--- src/rtl/mips_pkg.sv ---
// Shared types and constants for the MIPS-style front end.
// Used by fetch_stage and its IF/ID register.
package mips_pkg;

  localparam logic [31:0] NOP_INSTR        = 32'h0000_0000;
  localparam logic [31:0] RESET_VECTOR_DEF = 32'h0000_0000;

  typedef enum logic [1:0] {
    FETCH = 2'd0,
    WAIT  = 2'd1,
    DROP  = 2'd2
  } fetch_state_t;

  typedef struct packed {
    logic [31:0] instr;
    logic [31:0] pc_plus4;
    logic        valid;
  } if_id_t;

  function automatic logic [31:0] sat_inc(input logic [31:0] v);
    return (&v) ? v : v + 32'd1;
  endfunction

endpackage

--- src/rtl/if_id_reg.sv ---
// IF/ID pipeline register: async reset, synchronous clear, enable.
// Clear wins over enable so a flush always injects a NOP bubble.
module if_id_reg
  import mips_pkg::*;
(
  input  logic        clk,
  input  logic        rst_n,
  input  logic        en_i,
  input  logic        clr_i,
  input  logic [31:0] instr_i,
  input  logic [31:0] pc_plus4_i,
  input  logic        valid_i,
  output logic [31:0] instr_o,
  output logic [31:0] pc_plus4_o,
  output logic        valid_o
);

  if_id_t q_q;
  if_id_t q_d;

  always_comb begin
    q_d = q_q;
    if (clr_i) begin
      q_d = '{instr: NOP_INSTR, pc_plus4: 32'd0, valid: 1'b0};
    end else if (en_i) begin
      q_d = '{instr: instr_i, pc_plus4: pc_plus4_i, valid: valid_i};
    end
  end

  always_ff @(posedge clk or negedge rst_n) begin
    if (!rst_n) begin
      q_q <= '{instr: NOP_INSTR, pc_plus4: 32'd0, valid: 1'b0};
    end else begin
      q_q <= q_d;
    end
  end

  assign instr_o    = q_q.instr;
  assign pc_plus4_o = q_q.pc_plus4;
  assign valid_o    = q_q.valid;

endmodule

--- src/rtl/fetch_stage.sv ---
// Instruction fetch stage with single-outstanding imem and IF/ID register.
// Optional saturating perf counters when FETCH_PERF_EN is defined.
module fetch_stage
  import mips_pkg::*;
#(
  parameter logic [31:0] RESET_VECTOR = RESET_VECTOR_DEF
) (
  input  logic        clk,
  input  logic        rst_n,
  input  logic        StallF,
  input  logic        StallD,
  input  logic        PCSrcD,
  input  logic        JumpD,
  input  logic [31:0] PCBranchD,
  input  logic [31:0] PCJumpD,
  output logic        imem_req,
  output logic [31:0] imem_addr,
  input  logic [31:0] imem_rdata,
  input  logic        imem_valid,
  output logic [31:0] InstrD,
  output logic [31:0] PCPlus4D,
  output logic        ValidD,
  output logic        ImissF
`ifdef FETCH_PERF_EN
  ,
  output logic [31:0] stall_cnt,
  output logic [31:0] flush_cnt,
  output logic [31:0] miss_cnt
`endif
);

  fetch_state_t state_q, state_d;
  logic [31:0]  pcf_q, pcf_d;
  logic [31:0]  pc_plus4;
  logic [31:0]  target;
  logic         redirect;
  logic         active;
  logic         accept;
  logic         ifid_en;
  logic [31:0]  ifid_instr;
  logic [31:0]  ifid_pcp4;

  assign redirect = (PCSrcD | JumpD) & ~StallD;
  assign target   = PCSrcD ? PCBranchD : PCJumpD;
  assign active   = (state_q != DROP);
  assign pc_plus4 = pcf_q + 32'd4;
  assign accept   = active & imem_valid & ~StallF;

  assign imem_req  = active;
  assign imem_addr = pcf_q;
  assign ImissF    = (active & ~imem_valid) | (state_q == DROP);

  always_comb begin
    pcf_d = pcf_q;
    if (redirect) begin
      pcf_d = target;
    end else if (StallF) begin
      pcf_d = pcf_q;
    end else if (active & imem_valid) begin
      pcf_d = pc_plus4;
    end
  end

  // The response in flight when a redirect lands belongs to the old PC,
  // so DROP swallows it before fetching the new target.
  always_comb begin
    state_d = state_q;
    unique case (state_q)
      FETCH, WAIT: begin
        if (imem_valid)    state_d = FETCH;
        else if (redirect) state_d = DROP;
        else               state_d = WAIT;
      end
      DROP: begin
        if (imem_valid) state_d = FETCH;
      end
      default: state_d = FETCH;
    endcase
  end

  always_ff @(posedge clk or negedge rst_n) begin
    if (!rst_n) begin
      state_q <= FETCH;
      pcf_q   <= RESET_VECTOR;
    end else begin
      state_q <= state_d;
      pcf_q   <= pcf_d;
    end
  end

  assign ifid_en    = ~StallD;
  assign ifid_instr = accept ? imem_rdata : NOP_INSTR;
  assign ifid_pcp4  = accept ? pc_plus4 : 32'd0;

  if_id_reg u_if_id (
    .clk        (clk),
    .rst_n      (rst_n),
    .en_i       (ifid_en),
    .clr_i      (redirect),
    .instr_i    (ifid_instr),
    .pc_plus4_i (ifid_pcp4),
    .valid_i    (accept),
    .instr_o    (InstrD),
    .pc_plus4_o (PCPlus4D),
    .valid_o    (ValidD)
  );

`ifdef FETCH_PERF_EN
  logic [31:0] stall_cnt_q, flush_cnt_q, miss_cnt_q;
  logic [31:0] stall_cnt_d, flush_cnt_d, miss_cnt_d;

  always_comb begin
    stall_cnt_d = StallF   ? sat_inc(stall_cnt_q) : stall_cnt_q;
    flush_cnt_d = redirect ? sat_inc(flush_cnt_q) : flush_cnt_q;
    miss_cnt_d  = ImissF   ? sat_inc(miss_cnt_q)  : miss_cnt_q;
  end

  always_ff @(posedge clk or negedge rst_n) begin
    if (!rst_n) begin
      stall_cnt_q <= 32'd0;
      flush_cnt_q <= 32'd0;
      miss_cnt_q  <= 32'd0;
    end else begin
      stall_cnt_q <= stall_cnt_d;
      flush_cnt_q <= flush_cnt_d;
      miss_cnt_q  <= miss_cnt_d;
    end
  end

  assign stall_cnt = stall_cnt_q;
  assign flush_cnt = flush_cnt_q;
  assign miss_cnt  = miss_cnt_q;
`endif

endmodule

--- config.mk ---
export PLATFORM = sky130hd
export DESIGN_NAME = fetch_stage
export DESIGN_NICKNAME = d
export VERILOG_FILES = /design/src/rtl/mips_pkg.sv /design/src/rtl/if_id_reg.sv /design/src/rtl/fetch_stage.sv
export SDC_FILE = /design/constraint.sdc
export NUM_CORES = 1
export LEC_CHECK = 0
export ABC_AREA = 0
export BUFFER_PORTS_ARGS = -buffer_cell sky130_fd_sc_hd__buf_2
export CAP_MARGIN = 30
export CORE_MARGIN = 4
export CORE_UTILIZATION = 52
export DETAILED_ROUTE_END_ITERATION = 8
export PLACE_DENSITY_LB_ADDON = 0.25
export SYNTH_ARGS = -nofsm -noshare
export SYNTH_HDL_FRONTEND = slang
export SYNTH_SLANG_ARGS = --single-unit
--- constraint.sdc ---
create_clock -name clk -period 3.5 [get_ports clk]
set_input_delay 0.35 -clock clk [delete_from_list [all_inputs] [get_ports clk]]
set_output_delay 0.35 -clock clk [all_outputs]
set_load 0.05 [all_outputs]
# ---- Word-level counts from Yosys, hierarchy flattened
# Index checks and enable logic that the tools add are counted.
dict set report word_totals {
  inputBits 103
  regBits 99
  word_cells 37
}
dict set report classes {
  n_eq_ne 6
  n_mux 12
  bitwise 9
  addsub 1
  n_reduce_logical 4
}
# cell count
set ops {}
lappend ops {{$mux W32} 6}
lappend ops {{$mux W65} 2}
lappend ops {{$add A32 B3 Y32 const B} 1}
lappend ops {{$mux W2} 3}
lappend ops {{$and A1 B1 Y1} 4}
lappend ops {{$ne A2 B1 Y1 const B} 2}
lappend ops {{$ne A2 B2 Y1 const B} 2}
lappend ops {{$pmux W2 S2} 1}
lappend ops {{$not A1 Y1} 3}
lappend ops {{$eq A2 B1 Y1 const B} 1}
lappend ops {{$eq A2 B2 Y1 const B} 1}
lappend ops {{$logic_not A2 Y1} 1}
lappend ops {{$or A1 B1 Y1} 2}
lappend ops {{$reduce_and A2 Y1} 1}
lappend ops {{$reduce_bool A2 Y1} 1}
lappend ops {{$reduce_or A2 Y1} 1}

# ---- Depth between registers and ports, before layout
dict set report depth {
  word_depth 6
  ltp_mapped 7
  depth_no_buf 6
}

# ---- Modules after synthesis
# From an unflattened synthesis, not the netlist that was laid out.
dict set report unflattened {
  cells_unflattened 600
  area_unflattened_um2 5775.5
}
# module instances area_per_inst_um2 cells_each
set by_module_without_submodules {}
lappend by_module_without_submodules {fetch_stage 1 3108.0 391}
lappend by_module_without_submodules {if_id_reg 1 2667.6 209}

# ---- Least setup slack after synthesis
# Ideal clock, no wire load.
dict set report synth_path {
  path_kind {register -> register}
  start {reg pcf_q[2] (netlist: imem_addr[2])}
  end {reg pcf_q[30] (netlist: imem_addr[30])}
  t_required_ns 3.418
  slack_ns 1.233
  stages_incl_launch_ff 7
  path_buffers 0
  arrival_time_ns 2.185
  setup_time_ns 0.082
  path_cell_list {dfrtp_1 -> ha_1 -> nand2_1 -> nor4_4 -> nand4_2 -> or3_1 -> a31oi_1}
}
dict set report synth_via {
  elab_chain_len 4
}
# element line
set synth_lines {}
lappend synth_lines {{from (decl)} fetch_stage.sv:33} ;# logic [31:0] pcf_q, pcf_d;
lappend synth_lines {{from (signal assigned)} fetch_stage.sv:87} ;# pcf_q <= pcf_d;
lappend synth_lines {{$add A32 B3 Y32} fetch_stage.sv:46} ;# assign pc_plus4 = pcf_q + 32'd4;
lappend synth_lines {{$mux W32} fetch_stage.sv:59} ;# end else if (active & imem_valid) begin
lappend synth_lines {{$mux W32} fetch_stage.sv:57} ;# end else if (StallF) begin
lappend synth_lines {{$mux W32} fetch_stage.sv:55} ;# if (redirect) begin
# No other way between the ends. The select of a mux whose other input is x is not followed.
# A chain may end at the register's enable or synchronous reset.

# ---- Worst setup path in the final report
dict set report layout_path {
  start {reg pcf_q[10] (netlist: imem_addr[10])}
  end {reg u_if_id.q_q, in the netlist u_if_id.pc_plus4_o[29]}
}
dict set report layout_via {
  elab_chain_len 4
}
# element line
set layout_lines {}
lappend layout_lines {{$add A32 B3 Y32} fetch_stage.sv:46}
lappend layout_lines {{$mux W32} fetch_stage.sv:93} ;# assign ifid_pcp4 = accept ? pc_plus4 : 32'd0;
lappend layout_lines {{$mux W65} if_id_reg.sv:25} ;# end else if (en_i) begin
lappend layout_lines {{$mux W65} if_id_reg.sv:23} ;# if (clr_i) begin
lappend layout_lines {{to (signal assigned)} if_id_reg.sv:32} ;# q_q <= '{instr: NOP_INSTR, pc_plus4: 32'd0, valid: 1'b0};
lappend layout_lines {{to (signal assigned)} if_id_reg.sv:34} ;# q_q <= q_d;
lappend layout_lines {{to (decl)} if_id_reg.sv:18} ;# if_id_t q_q;
# No other way between the ends. The select of a mux whose other input is x is not followed.

==> key figures <==
Clocking
  • Post-CTS setup-driven buffer insertion count: 0
  • Clock tree buffer depth: 2
  • Number of clock sinks seen by CTS: 99
  • Worst skew pair latency: about 350 ps
  • Total CTS buffers: 9
  • TritonCTS clock tree: yes
  • Depth of the CTS H-tree: 3
  • CTS clk-pin slew, worst paths: 100 ps
  • Root cell of the clock tree: sky130_fd_sc_hd__clkbuf_8

Logic synthesis
  • Flops & latches, synth: 99
  • Number of enable-type register cells in the synthesized netlist: 0
  • Synth Instances: 493
  • Proportion of register bits with asynchronous set or reset after synthesis: 100%
  • Post-synthesis compound-gate area fraction: between 10% and 20%
  • Leading register cell type out of synthesis: sky130_fd_sc_hd__dfrtp_1
  • Fraction of the yosys area taken by sequential cells: 50.2%
  • Synth Area in Simple Gates: 19.0%
  • Post-Synth Adder-Cell Area: 0.253%
  • Distinct cells, synth: 35
  • Combinational family with the most area after synthesis: simple AND/OR/NAND/NOR gates
  • Synthesized net count: 597
  • Mean cell area of the mapped netlist: 10.0 sq um
  • Fraction of synthesized cell area in xor and xnor cells: 9.76%
  • Post-synth design cell area: roughly 4900 sq um
  • Mux cell area share after synthesis: less than 1%
  • Ys Warns: 0

STA
  • Post-route minimum period: approximately 2300 ps
  • Post-route setup TNS: 0 ps
  • Final Hold Fails: 0
  • Upper clock frequency limit: 435 MHz
  • Fin. max-slew vios: 0
  • Final setup violation count: 0
  • Slew at the pin closest to its max-slew limit: 972 ps
  • Share of the cycle needed by the critical path after routing: roughly 66%
  • Final worst-path setup slack: 1200 ps
  • Unrepaired setup endpoints after global routing: false
  • Largest clock skew in the final design: 11.1 ps
  • Max-slew headroom: 35.0%

Global routing
  • Layer with the highest usage after global routing: met2
  • Maximum number of pins on one net before global-route repair: 63
  • GRT met3 Usage: 4.65%
  • Met2 GRT Util: 42.1%
  • Number of global-route vias before repair: 4350
  • Global-route wire length before repair: 21600 um
  • Remaining global-route overflow: 0
  • Initial antenna violation count: 1
  • GRT met1 Usage: 31.0%
  • Global-route usage over all layers: 24.4%

Final layout
  • Post-layout util: 67.9%
  • Number of filler cells placed in the layout: 756
  • Fin nets: 783
  • ANT cells: 0
  • Layout cell share with drive strength beyond 1: 34.4%
  • Final Instance Area: 6280 sq um
  • Area growth, synth to finish: 27.1%

Floorplan
  • Cell row count: 35
  • Starting Density: between 50 and 60%
  • Y dimension of the die: 105 um
  • Core Area: 9240 sq um
  • Horizontal die dimension: 105 um
  • I/O pins: 202
  • Total Die Area: 11100 sq um

Detailed routing
  • DRT antenna net count: 0
  • # DRC: 0
  • Average routed wire per standard cell: about 17 um
  • Total via count after detailed routing: approximately 4400
  • Detailed-routing iteration count for the pre-antenna-repair pass: 5
  • Initial detailed-routing violation count: 298
  • Via/cell ratio: 5.45
  • Total Routed Length: 13700 um

Power and ir drop
  • P per Cell Area: between 400 and 500 nW/um^2
  • PnR Total Power: 2.80 mW
  • Leakage power: between 2 and 3 nW
  • Worst vdd rail ir drop: 0.000271 V

Hold path
  • Hold crit path type: in -> reg

Critical path
  • Depth of the worst register-to-register path: 5
  • Worst-path maximum fanout: 7
  • Data arrival time of the critical path: 2560 ps
  • Startpoint of the most critical setup path: imem_addr[10]$_DFFE_PN0P_
  • R2r endpoint: u_if_id.pc_plus4_o[29]$_DFFE_PN0P_
  • Type of element capturing the critical path: register
  • Capture point of the worst path: u_if_id.pc_plus4_o[29]$_DFFE_PN0P_
  • Origin of the critical flop-to-flop path: imem_addr[10]$_DFFE_PN0P_
  • Critical setup path kind: reg -> reg
  • CP Data Required Time: 3760 ps
  • Startpoint types: register
  • Slack of the worst reg-to-reg path: about 1200 ps

Placed design
  • Placed cell area: a little over 6000 sq um
  • Number of buffers inserted by port buffering: 201
  • Routability congestion estimate from global placement: 0.914
  • Minimum setup slack after placement: 1210 ps
  • Post-DP HPWL: 10100 um

Outcome
  • Outcome: complete, no violations

Run
  • Count of maximum capacitance violations: 0
==> worst max-delay path, cell delays in order, from the launching register on <==
cell and delay, ps:
sky130_fd_sc_hd__dfrtp_1 450, sky130_fd_sc_hd__nand3_1 290, sky130_fd_sc_hd__nor4_1 880, sky130_fd_sc_hd__nand3_1 210
sky130_fd_sc_hd__xor2_1 190, sky130_fd_sc_hd__o21ai_0 200
==> power breakdown <==
part           switching [mW]  internal (mW)
clock network           0.411          0.339
logic                   0.515          0.221
registers               0.105           1.22
total                    1.03           1.77
==> routing by layer <==
metal  share of wire (%)  routed length, um
met1                  42               5710
met2                  49               6700
met3                 7.5               1030
met4                 1.5                210
met5               0.051                  7
==> stage by stage <==
step                      hold slack [ps]  cells
after floorplan                      54.4    493
after global placement                430    795
after detailed placement              287    796
after CTS                             173    813
after global routing                  177    813
final                                 189    813
==> worst min-delay path by stage <==
stage	startpoint	to	slack, ps	cells after the start
2_1_floorplan	rst_n	imem_addr[0]$_DFFE_PN0P_	50	0
6_report	imem_valid	state_q[1]$_DFFE_PN0P_	190	2
3_5_place_dp	rst_n	u_if_id.instr_o[16]$_DFFE_PN0P_	290	1
3_3_place_gp	state_q[1]$_DFFE_PN0P_	state_q[0]$_DFFE_PN0P_	430	1
5_1_grt	imem_valid	state_q[0]$_DFFE_PN0P_	180	2
4_1_cts	imem_valid	state_q[1]$_DFFE_PN0P_	170	2
==> state kept, by name (all words and copies together) (netlist names) <==
name	cells
imem_addr	32
state_q	2
u_if_id.instr_o	32
u_if_id.pc_plus4_o	32
u_if_id.valid_o	1
==> cells in the final DEF (no fill, tap or decap), types with 2 or more instances in the layout <==
| master | synthesis | final |
|---|---|---|
| sky130_fd_sc_hd__nor3_1 | 6 | 6 |
| sky130_fd_sc_hd__inv_1 | 4 | 4 |
| sky130_fd_sc_hd__a211oi_1 | 29 | 29 |
| sky130_fd_sc_hd__xnor2_1 | 23 | 23 |
| sky130_fd_sc_hd__a21oi_1 | 26 | 26 |
| sky130_fd_sc_hd__nand4_2 | 2 | 2 |
| sky130_fd_sc_hd__nor2_1 | 16 | 16 |
| sky130_fd_sc_hd__a22o_1 | 35 | 35 |
| sky130_fd_sc_hd__xor2_1 | 32 | 32 |
| sky130_fd_sc_hd__nand2b_1 | 3 | 3 |
| sky130_fd_sc_hd__a31oi_1 | 3 | 3 |
| sky130_fd_sc_hd__nor4_1 | 4 | 4 |
| sky130_fd_sc_hd__or3_1 | 4 | 4 |
| sky130_fd_sc_hd__and3_1 | 4 | 4 |
| sky130_fd_sc_hd__o21ai_0 | 34 | 34 |
| sky130_fd_sc_hd__nand2_1 | 57 | 57 |
| sky130_fd_sc_hd__nor4_4 | 2 | 3 |
| sky130_fd_sc_hd__nand3_1 | 19 | 19 |
| sky130_fd_sc_hd__nor2b_1 | 30 | 30 |
| sky130_fd_sc_hd__and2_1 | 2 | 2 |
| sky130_fd_sc_hd__nor4_2 | 3 | 2 |
| sky130_fd_sc_hd__nor3_2 | 3 | 3 |
| sky130_fd_sc_hd__buf_2 | 3 | 200 |
| sky130_fd_sc_hd__buf_4 | 0 | 7 |
| sky130_fd_sc_hd__clkbuf_8 | 0 | 9 |
| sky130_fd_sc_hd__clkinvlp_4 | 0 | 3 |
| sky130_fd_sc_hd__dfrtp_1 | 99 | 99 |
| sky130_fd_sc_hd__nand4_1 | 10 | 10 |
| sky130_fd_sc_hd__mux2i_1 | 3 | 3 |
==> cell families after synthesis <==
| kind of cell | after synthesis |
|---|---|
| AOI/OAI and AO/OA | 128 |
| xor gates and xnor gates | 55 |
| adders and majority gates | 1 |
| buffers and inverters | 38 |
| DFF | 99 |
| muxes | 3 |
| and+or+nand+nor | 169 |
==> what timing repair did <==
item	4_1_cts	5_1_grt
resized for setup	0	0
hold endpoints to repair	25	0
hold buffers	1	0
==> cell usage after synthesis, types with 4 or more instances <==
master	instances	area, sq um
sky130_fd_sc_hd__buf_1	5	18.8
sky130_fd_sc_hd__inv_1	4	15.0
sky130_fd_sc_hd__nor3_1	6	30.0
sky130_fd_sc_hd__nand3_1	19	95.1
sky130_fd_sc_hd__xnor2_1	23	201
sky130_fd_sc_hd__clkbuf_1	25	93.8
sky130_fd_sc_hd__nand4_1	10	62.6
sky130_fd_sc_hd__a21oi_1	26	130
sky130_fd_sc_hd__xor2_1	32	280
sky130_fd_sc_hd__nor2_1	16	60.1
sky130_fd_sc_hd__nor4_1	4	25.0
sky130_fd_sc_hd__or3_1	4	25.0
sky130_fd_sc_hd__nor2b_1	30	188
sky130_fd_sc_hd__nand2_1	57	214
sky130_fd_sc_hd__o21ai_0	34	170
sky130_fd_sc_hd__dfrtp_1	99	2480
sky130_fd_sc_hd__a22o_1	35	307
sky130_fd_sc_hd__a211oi_1	29	218
sky130_fd_sc_hd__and3_1	4	25.0
==> area by class of cell <==
cell class	instances	area [sq um]	share of cell area (%)
Sequential cell	99	2480	39.5
Multi-Input combinational cell	356	2330	37.1
Timing Repair Buffer	209	1090	17.4
Tap cell	129	161	2.57
Clock buffer	10	128	2.03
Clock inverter	6	72.6	1.16
Inverter	4	15.0	0.239
No activity file was read; power rests on OpenSTA's default activity.
